$ cat src/rtl/fpu_pkg.sv
// Shared FPU add/sub definitions: default widths, exponent limits and the
// normaliser result flags consumed by the packing stage.
package fpu_pkg;

  localparam int FPU_SIZE_EXP     = 8;
  localparam int FPU_SIZE_MAN     = 23;
  localparam int FPU_EXP_ALL_ONES = (1 << FPU_SIZE_EXP) - 1;
  localparam int FPU_EXP_MAX      = FPU_EXP_ALL_ONES - 1;

  typedef struct packed {
    logic zero;
    logic overflow;
    logic underflow;
  } norm_flags_t;

endpackage

$ cat src/rtl/fpu_lzc.sv
// Combinational leading-zero counter; returns WIDTH for an all-zero input.
module fpu_lzc
  import fpu_pkg::*;
#(
  parameter int WIDTH = FPU_SIZE_MAN + 1,
  parameter int CW    = $clog2(WIDTH + 1)
) (
  input  logic [WIDTH-1:0] in,
  output logic [CW-1:0]    cnt
);

  logic found;

  always_comb begin
    cnt   = CW'(WIDTH);
    found = 1'b0;
    for (int i = WIDTH - 1; i >= 0; i--) begin
      if (!found && in[i]) begin
        cnt   = CW'(WIDTH - 1 - i);
        found = 1'b1;
      end
    end
  end

endmodule

$ cat src/rtl/fpu_add_normalize.sv
// Post-add normaliser: carry right-shift or cancellation left-shift of the raw
// mantissa sum, two-stage valid/ready pipeline, flush-to-zero, truncation.
module fpu_add_normalize
  import fpu_pkg::*;
#(
  parameter int SIZE_EXP = FPU_SIZE_EXP,
  parameter int SIZE_MAN = FPU_SIZE_MAN
) (
  input  logic                i_clk,
  input  logic                i_rst,
  input  logic                i_valid,
  output logic                o_ready,
  input  logic                i_sign,
  input  logic [SIZE_EXP-1:0] i_exp,
  input  logic [SIZE_MAN+1:0] i_man_sum,
  output logic                o_valid,
  input  logic                i_ready,
  output logic                o_sign,
  output logic [SIZE_EXP-1:0] o_exp,
  output logic [SIZE_MAN-1:0] o_man,
  output logic                o_zero,
  output logic                o_overflow,
  output logic                o_underflow
);

  localparam int STAGES   = 2;
  localparam int LZW      = $clog2(SIZE_MAN + 2);
  // Internal exponent width: wide enough for exp+1 and for lzc, so nothing wraps.
  localparam int XW       = ((SIZE_EXP > LZW) ? SIZE_EXP : LZW) + 1;
  localparam int EXP_ONES = (1 << SIZE_EXP) - 1;

  logic [STAGES:1]     vld_pipe;
  logic                s2_adv;

  logic                s1_sign;
  logic [SIZE_EXP-1:0] s1_exp;
  logic [SIZE_MAN+1:0] s1_sum;

  logic                s1_carry;
  logic                s1_zero;
  logic [LZW-1:0]      s1_lzc;
  logic [XW-1:0]       exp_x;
  logic [XW-1:0]       lzc_x;
  logic [XW-1:0]       exp_inc;
  logic [SIZE_MAN:0]   shifted;

  logic [SIZE_EXP-1:0] nx_exp;
  logic [SIZE_MAN-1:0] nx_man;
  norm_flags_t         nx_flags;

  assign s2_adv  = ~vld_pipe[2] | i_ready;
  assign o_ready = ~vld_pipe[1] | s2_adv;
  assign o_valid = vld_pipe[2];

  // Stage 1 analysis on the registered sum
  assign s1_carry = s1_sum[SIZE_MAN+1];
  assign s1_zero  = (s1_sum == '0);

  fpu_lzc #(.WIDTH(SIZE_MAN + 1), .CW(LZW)) u_lzc (
    .in  (s1_sum[SIZE_MAN:0]),
    .cnt (s1_lzc)
  );

  assign exp_x   = XW'(s1_exp);
  assign lzc_x   = XW'(s1_lzc);
  assign exp_inc = exp_x + XW'(1);
  assign shifted = s1_sum[SIZE_MAN:0] << s1_lzc;

  always_comb begin
    nx_exp   = '0;
    nx_man   = '0;
    nx_flags = '0;
    if (s1_zero) begin
      nx_flags.zero = 1'b1;
    end else if (s1_carry && exp_inc >= XW'(EXP_ONES)) begin
      nx_exp            = '1;
      nx_flags.overflow = 1'b1;
    end else if (s1_carry) begin
      nx_exp = SIZE_EXP'(exp_inc);
      nx_man = s1_sum[SIZE_MAN:1];
    end else if (lzc_x >= exp_x) begin
      nx_flags.underflow = 1'b1;
    end else begin
      nx_exp = SIZE_EXP'(exp_x - lzc_x);
      nx_man = shifted[SIZE_MAN-1:0];
    end
  end

  always_ff @(posedge i_clk or posedge i_rst) begin
    if (i_rst) begin
      vld_pipe <= '0;
      s1_sign  <= 1'b0;
      s1_exp   <= '0;
      s1_sum   <= '0;
    end else begin
      if (o_ready) begin
        vld_pipe[1] <= i_valid;
        if (i_valid) begin
          s1_sign <= i_sign;
          s1_exp  <= i_exp;
          s1_sum  <= i_man_sum;
        end
      end
      if (s2_adv) vld_pipe[2] <= vld_pipe[1];
    end
  end

  // Output registers only move on a stage-2 load of a real beat, so a stalled
  // beat stays stable on the outputs.
  always_ff @(posedge i_clk or posedge i_rst) begin
    if (i_rst) begin
      o_sign      <= 1'b0;
      o_exp       <= '0;
      o_man       <= '0;
      o_zero      <= 1'b0;
      o_overflow  <= 1'b0;
      o_underflow <= 1'b0;
    end else if (s2_adv && vld_pipe[1]) begin
      o_sign      <= s1_sign;
      o_exp       <= nx_exp;
      o_man       <= nx_man;
      o_zero      <= nx_flags.zero;
      o_overflow  <= nx_flags.overflow;
      o_underflow <= nx_flags.underflow;
    end
  end

endmodule

$ cat config.mk
export PLATFORM = sky130hd
export DESIGN_NAME = fpu_add_normalize
export DESIGN_NICKNAME = d
export VERILOG_FILES = /design/src/rtl/fpu_pkg.sv /design/src/rtl/fpu_lzc.sv /design/src/rtl/fpu_add_normalize.sv
export SDC_FILE = /design/constraint.sdc
export NUM_CORES = 1
export LEC_CHECK = 0
export ABC_CLOCK_PERIOD_IN_PS = 12000
export CAP_MARGIN = 5
export CORE_MARGIN = 10
export CORE_UTILIZATION = 51
export DETAILED_ROUTE_END_ITERATION = 7
export HOLD_SLACK_MARGIN = 0.08
export PLACE_DENSITY = 0.76
export SYNTH_ARGS = -nofsm -noshare
export SYNTH_HDL_FRONTEND = slang
export SYNTH_SLANG_ARGS = --single-unit
$ cat constraint.sdc
create_clock -name i_clk -period 12 [get_ports i_clk]
set_input_delay 3 -clock i_clk [delete_from_list [all_inputs] [get_ports i_clk]]
set_output_delay 3 -clock i_clk [all_outputs]
set_load 0.01 [all_outputs]
==> out/qor.yml, run 1 <==
status: "finished, final reports clean"
cts_resized: 0
drv_slew: 0
slew_headroom: 0.413
portBuffers: 74
tightest_slew_ps: 867
clk_pin_slew_ps: 70
core_area_mm2: 0.00968
maxCapViolations: 0
start_util: 0.520
synthTopCellsByArea: "dfrtp_1 (35%), mux2_2 (9.6%), nand2_1 (3.9%)"
rr_startpoint: "s1_sum[16]"
grt_max_degree: 72
hold_class: "flop to flop"
drive_gt1_frac: 0.145
root_buffer: "clkbuf_8"
synth.avg_cell_area_um2: 9.03
ys_warn_count: 0
cts_tree: "yes"
cts_sinks: 71
hold_violations: 0
post-route-period-util: 0.598
yosysUniqueCellTypes: 80
grt.total_usage: 0.218
synth_commonest_cells: "dfrtp_1 (71), nand2_1 (52), mux2_2 (43)"
die_area_mm2: 0.0142
clk_latency_ps: 370
drtAntennaViolNets: 0
ys_seq_elements: 71
place_hpwl_um: 11500
die_w_um: 119
p_total_mw: 1.01
cts_max_level: 3
fin_tns_setup_ps: 0
r2r_slack_ps: 6630
synthesis.nets: 604
cp.arrival_ps: 4170
numCtsBuffers: 9
worstPathMaxFanout: 3
synth_top_area_cell: "dfrtp_1"
drt_pass1_iterations: 6
grt_setup_unrepaired: "no"
pin_count: 75
cts_setup_buffers: 0
overflow: 0
clockBufferDepth: 2
routed_wl_um: 15500
skew_ps: 14.5
power.density_mw_per_mm2: 168
final_net_count: 647
row_count: 36
wl_per_cell_um: 21.0
viasPerCell: 6.44
area_growth_pct: 19.0
cp-start-kind: "input port"
grt_pass1_vias: 4629
crit_path_end_kind: "output pin"
r2r_end: "o_man[1]"
vias: 4757
diodes: 0
netlist_instances: 558
setup_viol_count_final: 0
yosysMostFrequentCell: "dfrtp_1"
die_h_um: 119
ys.flop_type: "dfrtp_1"
syn_area_mm2: 0.00504
grt_pass1_wl_um: 25300
drt_iter0_markers: 607
hold_depth: 2
synthArstFlopShare: 1.00
synth_edf_count: 0
drc: 0
period_minus_slack_ps: 7170
vdd_drop_max_v: 0.0000964
p_leak_nw: 2.39
rr_worst_depth: 16
gp_congestion: 0.943
worstSetupPathType: "input port to output pin"
synth_seq_area_share: 0.353
cts_hold_buf: 0
required_ps: 9000
antenna_found_initial: 0
synth_top_area_share: 0.353
whs_endpoint: "o_man[13]"
min-delay-start: "o_man[13]"
fmaxAchievable_mhz: 139
==> final cells by class <==
class                           count  area [µm²]
Fill cell                         856        3690
Sequential cell                    71        1780
Clock buffer                        9         124
Multi-Input combinational cell    419        2960
Inverter                           18        67.6
Timing Repair Buffer               82         801
Clock inverter                      7        95.1
Tap cell                          133         166
==> cell families after synthesis <==
family                   share of synthesized area
buffers and inverters                       0.0589
XOR/XNOR                                    0.0139
AND/OR/NAND/NOR                              0.156
AO/OA/AOI/OAI                                0.278
flip-flops                                   0.353
multiplexers                                 0.119
adder cells (fa/ha/maj)                     0.0214
==> cells in the final DEF (no fill, tap or decap), types with 10 or more instances in the layout <==
cell             synthesis  layout
nand3_1                 14      14
clkdlybuf4s50_1          0      74
o21ai_0                 32      32
inv_1                   14      13
nor3_1                  15      15
nor2_1                  34      34
mux2_2                  43      43
a21oi_1                 32      32
a22oi_1                 13      13
dfrtp_1                 71      71
a221oi_1                10      10
nand2_1                 52      52
==> where the power goes <==
| part | switching, mW | leakage [nW] | internal, mW |
|---|---|---|---|
| Clock | 0.101 | 0.110 | 0.118 |
| Combinational | 0.222 | 1.42 | 0.205 |
| Sequential | 0.0692 | 0.855 | 0.292 |
| Total | 0.392 | 2.39 | 0.615 |
==> worst max-delay path, cell delays in order <==
cell             delay, ps
clkdlybuf4s50_1        470
nand3b_1               150
clkdlybuf4s50_1        550
==> stage by stage <==
stage / worst slack [ps] / cells / hold WS (ps) / cell area (µm²) / util
CTS: 4820 / 739 / 489 / 5990 / 0.619
global placement: 4850 / 723 / 461 / 5770 / 0.596
floorplan: 5790 / 558 / 471 / 5040 / -
detailed placement: 4830 / 723 / 470 / 5770 / 0.596
finish: 4830 / 739 / 482 / 5990 / 0.619
global route: 4790 / 739 / 523 / 5990 / 0.619
==> routing by layer <==
| metal | GRT usage | share of wire |
|---|---|---|
| met4 | 0.0732 | 0.014 |
| met1 | 0.298 | 0.45 |
| met5 | 0 | 0 |
| met3 | 0.0411 | 0.084 |
| met2 | 0.340 | 0.45 |
==> state kept, by name (all words and copies together), names as in the netlist, 2 cells and up <==
name / cells
o_exp: 8
s1_exp: 8
o_man: 23
vld_pipe: 2
s1_sum: 25
==> how the worst max path moves through the flow <==
stage	cells after the start	from	slack, ps	end
6_report	3	i_ready	4830	o_ready
3_3_place_gp	3	i_ready	4850	o_ready
3_5_place_dp	3	i_ready	4830	o_ready
4_1_cts	3	i_ready	4820	o_ready
2_1_floorplan	1	i_ready	5790	o_ready
5_1_grt	3	i_ready	4790	o_ready
No activity file was read; power rests on OpenSTA's default activity.
==> run 2: changes to the inputs <==
Settings changed: ABC_CLOCK_PERIOD_IN_PS 12000 to 6700.
Clock period 12 ns to 6.7 ns, I/O delays scaled along.
==> out/qor.yml, run 2 (same netlist as run 1, synthesis figures left out) <==
status: "finished, final reports clean"  # unchanged
power.density_mw_per_mm2: 294  # was 168 mW/mm²
start_util: 0.520  # unchanged
grt.total_usage: 0.221  # was 0.218
r2r_slack_ps: 800  # was 6630 ps
drv_slew: 0  # unchanged
cts_setup_buffers: 0  # unchanged
root_buffer: "clkbuf_8"  # unchanged
overflow: 0  # unchanged
portBuffers: 74  # unchanged
crit_end: "o_man[0]"  # was o_ready
switching_share: 0.411  # was 0.389
tightest_slew_ps: 1040  # was 867 ps
power.net_switching_uw: 716  # was 392 µW
drive_gt1_frac: 0.141  # was 0.145
largest_reg_flops: 25  # unchanged
vdd_drop_max_v: 0.000148  # was 0.0000964 V
worstPathMaxFanout: 29  # was 3
clockBufferDepth: 2  # unchanged
critical-path-top-delay-family: "compound AO/OA/AOI/OAI gates"  # was buffers and inverters
path_cells: "nor4_2, nand3_1, o22ai_1, a221o_1, inv_1, ha_1, fa_1, nor2b_1, o31a_1, o32a_1, nand2_1, nor2_1, nand2_1, nor3_1, a21oi_1, o21ai_0"  # was clkdlybuf4s50_1, nand3b_1, clkdlybuf4s50_1
viasPerCell: 6.59  # was 6.44
cts_hold_buf: 0  # unchanged
pin_count: 75  # unchanged
skew_ps: 14.5  # about the same
cpMostUsedCell: "nand2_1"  # was clkdlybuf4s50_1
die_h_um: 119  # unchanged
cts_tree: "yes"  # unchanged
drc: 0  # unchanged
fmaxAchievable_mhz: 169
top_register: "s1_sum"  # unchanged
required_ps: 6980  # was 9000 ps
place_hpwl_um: 11700  # was 11,500 µm
grt_pass1_vias: 4684  # was 4,629
min-delay-start: "o_man[1]"  # was o_man[13]
power.internal_mw: 1.03  # was 615 µW
combPwrFrac: 0.439  # was 0.424
row_count: 36  # unchanged
p_clk_frac: 0.186  # was 0.217
final_net_count: 644  # was 647
p_seq_frac: 0.374  # was 0.359
p_leak_nw: 2.35  # was 2.39 nW
crit_start: "s1_sum[20]"  # was i_ready
clk_latency_ps: 360  # was 370 ps
gp_congestion: 0.992  # was 0.943
fin_tns_setup_ps: 0  # unchanged
diodes: 0  # unchanged
clk_pin_slew_ps: 90  # was 70 ps
wl_per_cell_um: 21.9  # was 21.0 µm
cp-start-kind: "flop"  # was input port
drt_pass1_iterations: 6  # unchanged
crit_path_end_kind: "flop"  # was output pin
largest_registers: "s1_sum: 25 flops, o_man: 23 flops"  # unchanged
area_growth_pct: 17.8  # was 19.0%
cts_sinks: 71  # unchanged
cts_resized: 0  # unchanged
post-route-period-util: 0.881
setup_viol_count_final: 0  # unchanged
p_total_mw: 1.74  # was 1.01 mW
maxCapViolations: 0  # unchanged
die_area_mm2: 0.0142  # unchanged
r2r_end: "o_man[0]"  # was o_man[1]
worstSetupPathType: "flop to flop"  # was input port to output pin
crit_path_top_delay_cell: "a221o_1"  # was clkdlybuf4s50_1
antenna_found_initial: 0  # unchanged
vias: 4849  # was 4,757
numCtsBuffers: 9  # unchanged
hold_violations: 0  # unchanged
grt_max_degree: 72  # unchanged
cp.arrival_ps: 6180  # was 4170 ps
period_minus_slack_ps: 5900
crit_buf_inv: 1  # was 2
layout.cells.most_common: "clkdlybuf4s50_1"  # unchanged
final_cell_mix: "clkdlybuf4s50_1 (74), dfrtp_1 (71), nand2_1 (52)"  # unchanged
placed_cells: 720  # was 723
hold_class: "flop to flop"  # unchanged
grt_setup_unrepaired: "no"  # unchanged
core_area_mm2: 0.00968  # unchanged
drt_iter0_markers: 501  # was 607
drtAntennaViolNets: 0  # unchanged
slowest_delay_ps: 930  # was 550 ps
grt_pass1_wl_um: 25900  # was 25,300 µm
routed_wl_um: 16100  # was 15,500 µm
stdcell_count: 736  # was 739
slew_headroom: 0.307  # was 0.413
path_depth: 16  # was 3
fillCellCount: 845  # was 856
die_w_um: 119  # unchanged
cts_max_level: 3  # unchanged
rr_worst_depth: 16  # unchanged
rr_startpoint: "s1_sum[20]"  # was s1_sum[16]
-- run 2: changes by cell type in the layout (fill, tap and decap cells not counted) --
cell	delta
buf_4	-3
bufinv_16	-2
clkinv_2	-1
clkinv_4	+1
clkinvlp_4	+1
inv_6	+1
-- run 2: cell type report --
type	count	area, µm²	area share
clock buffer	9	124	0.0209
clock inverter	7	55.1	0.00928
inverter	18	67.6	0.0114
multi-input combinational	419	2960	0.500
sequential	71	1780	0.300
tap	133	166	0.0281
timing repair buffer	79	778	0.131
-- run 2: metal layers --
metal	wire length, µm	GRT usage	up-vias
met4	375	0.0701	0
met2	7310	0.344	266
met1	6910	0.303	2359
met5	0	0	-
li1	-	-	2190
met3	1540	0.0430	34
-- run 2: worst min path at each step --
stage | end | cells after the start | slack (ps)
final | o_man[1] | 2 | 480
after global routing | o_underflow | 2 | 520
after CTS | o_overflow | 2 | 490
after detailed placement | o_man[1] | 2 | 470
after global placement | o_overflow | 2 | 460
after floorplan | vld_pipe[2] | 1 | 470
-- run 2: per-stage QoR --
stage / utilization / hold WS (ps) / worst slack (ps) / instance area [µm²]
after floorplan: - / 471 / 2440 / 5040
after global placement: 0.594 / 462 / 1260 / 5750
after detailed placement: 0.594 / 469 / 990 / 5750
after CTS: 0.612 / 486 / 937 / 5930
after global routing: 0.612 / 519 / 317 / 5930
final: 0.612 / 479 / 797 / 5930
-- run 2: worst register-to-register path, stage by stage, from the launching register on --
cell	delay [ps]
dfrtp_1	460
nor4_2	640
nand3_1	230
o22ai_1	400
a221o_1	930
inv_1	470
ha_1	370
fa_1	430
nor2b_1	160
o31a_1	180
o32a_1	320
nand2_1	170
nor2_1	440
nand2_1	200
nor3_1	200
a21oi_1	50
o21ai_0	200
-- run 2: power groups by stage --
| stage | clock [mW] | sequential, mW | combinational, mW |
|---|---|---|---|
| 4_1_cts | 0.330 | 0.648 | 0.759 |
| 5_1_grt | 0.345 | 0.668 | 0.828 |
| 6_report | 0.325 | 0.653 | 0.766 |
| 2_1_floorplan | 0 | 0.618 | 0.487 |
| 3_5_place_dp | 0 | 0.657 | 0.755 |
| 3_3_place_gp | 0 | 0.653 | 0.750 |
==> run 3: changes to the inputs <==
Settings changed: ABC_CLOCK_PERIOD_IN_PS 6700 to 7600.
Clock period 6.7 ns to 7.6 ns, I/O delays scaled along.
==> out/qor.yml, run 3 (same netlist as run 1, synthesis figures left out) <==
largest_reg_flops: 25  # unchanged
fin_tns_setup_ps: 0  # unchanged
clk_latency_ps: 370  # was 360 ps
overflow: 0  # unchanged
die_h_um: 119  # unchanged
p_leak_nw: 2.37  # was 2.35 nW
drc: 0  # unchanged
crit_path_top_delay_cell: "nor4_2"  # was a221o_1
clk_pin_slew_ps: 70  # was 90 ps
row_count: 36  # unchanged
required_ps: 7880  # was 6980 ps
drv_slew: 0  # unchanged
path_depth: 16  # unchanged
hold_depth: 2  # unchanged
grt_setup_unrepaired: "no"  # unchanged
start_util: 0.520  # unchanged
drtAntennaViolNets: 0  # unchanged
tightest_slew_ps: 1160  # was 1040 ps
cts_max_level: 3  # unchanged
numCtsBuffers: 9  # unchanged
maxCapViolations: 0  # unchanged
core_area_mm2: 0.00968  # unchanged
cts_resized: 0  # unchanged
clockBufferDepth: 2  # unchanged
viasPerCell: 6.45  # was 6.59
skew_ps: 7.54  # was 14.5 ps
path_cells: "nor4_2, and4_1, inv_2, a2111oi_4, or2_4, inv_2, ha_1, and4b_1, nand3_1, o32a_1, nand2_1, nor2_1, nand2_1, nor2_1, a22oi_1, o21ai_0"  # was nor4_2, nand3_1, o22ai_1, a221o_1, inv_1, ha_1, fa_1, nor2b_1, o31a_1, o32a_1, nand2_1, nor2_1, nand2_1, nor3_1, a21oi_1, o21ai_0
status: "finished, final reports clean"  # unchanged
crit_buf_inv: 2  # was 1
gp_congestion: 0.981  # was 0.992
power.density_mw_per_mm2: 266  # was 294 mW/mm²
vdd_drop_max_v: 0.000155  # was 0.000148 V
antenna_found_initial: 0  # unchanged
diodes: 0  # unchanged
r2r_slack_ps: 2390  # was 800 ps
setup_viol_count_final: 0  # unchanged
die_area_mm2: 0.0142  # unchanged
rr_worst_depth: 16  # unchanged
routed_wl_um: 16300  # was 16,100 µm
cp.arrival_ps: 5490  # was 6180 ps
grt_max_degree: 72  # unchanged
grt.total_usage: 0.228  # was 0.221
post-route-period-util: 0.685  # was 0.881
final_core_util: 0.617  # was 0.612
cts_hold_buf: 0  # unchanged
die_w_um: 119  # unchanged
cts_setup_buffers: 0  # unchanged
grt_pass1_vias: 4584  # was 4,684
wl_per_cell_um: 22.2  # was 21.9 µm
vias: 4746  # was 4,849
worstPathMaxFanout: 30  # was 29
area_growth_pct: 18.7  # was 17.8%
root_buffer: "clkbuf_8"  # unchanged
drt_iter0_markers: 606  # was 501
final_net_count: 645  # was 644
drt_pass1_iterations: 6  # unchanged
cts_sinks: 71  # unchanged
critical-path-top-delay-family: "simple AND/OR/NAND/NOR gates"  # was compound AO/OA/AOI/OAI gates
cts_tree: "yes"  # unchanged
slowest_delay_ps: 600  # was 930 ps
largest_registers: "s1_sum: 25 flops, o_man: 23 flops"  # unchanged
pin_count: 75  # unchanged
grt_pass1_wl_um: 26500  # was 25,900 µm
final_cell_mix: "clkdlybuf4s50_1 (74), dfrtp_1 (71), nand2_1 (52)"  # unchanged
crit_path_end_kind: "flop"  # unchanged
portBuffers: 74  # unchanged
worstSetupPathType: "flop to flop"  # unchanged
hold_violations: 0  # unchanged
period_minus_slack_ps: 5210  # was 5900 ps
slew_headroom: 0.221  # was 0.307
hold_class: "flop to flop"  # unchanged
place_hpwl_um: 12000  # was 11,700 µm
top_register: "s1_sum"  # unchanged
drive_gt1_frac: 0.141  # unchanged
cp-start-kind: "flop"  # unchanged
layout.cells.most_common: "clkdlybuf4s50_1"  # unchanged
fmaxAchievable_mhz: 192  # was 169 MHz
-- run 3: changes by cell type in the layout (fill, tap and decap cells not counted), sizes merged --
| cell | previous run | this run |
|---|---|---|
| buf | 5 | 6 |
| clkbuf | 9 | 13 |
| clkinvlp | 2 | 1 |
| bufinv | 0 | 1 |
| inv | 20 | 17 |
| clkinv | 3 | 1 |
-- run 3: path summary, 6_finish.rpt --
path,end,from
max,o_man[3],s1_sum[20]
min in group asynchronous,o_sign,i_rst
max reg2reg,o_man[3],s1_sum[20]
max in group asynchronous,o_man[15],i_rst
min reg2reg,o_overflow,o_overflow
min,o_overflow,o_overflow
-- run 3: cell type report --
cell class	count	area, µm²
fill	863	3710
multi-input combinational	419	2960
sequential	71	1780
timing repair buffer	80	786
clock buffer	13	179
tap	133	166
inverter	18	67.6
clock inverter	2	37.5
-- run 3: through the flow --
step	std cells	worst slack, ps	instance area (µm²)	hold slack, ps	power [mW]
3_3_place_gp	721	2490	5760	462	1.25
2_1_floorplan	558	3340	5040	471	0.974
3_5_place_dp	721	2560	5760	472	1.25
6_report	736	2390	5980	478	1.59
5_1_grt	736	2000	5980	527	1.68
4_1_cts	736	2530	5980	488	1.58
-- run 3: tightest hold or removal path, stage by stage, from the launching register on --
cell and delay, ps:
dfrtp_1 340, nand2_1 40, o21ai_0 60
-- run 3: where the power goes --
part / internal (mW) / switching [mW]
Clock: 0.186 / 0.143
Combinational: 0.325 / 0.367
Sequential: 0.462 / 0.110
Total: 0.973 / 0.620
-- run 3: layer usage --
metal | wire (µm) | global-route usage | vias to the layer above
met4 | 324 | 0.0860 | 0
met3 | 1460 | 0.0458 | 26
met5 | 0 | 0 | -
met2 | 7190 | 0.336 | 264
li1 | - | - | 2181
met1 | 7340 | 0.324 | 2275
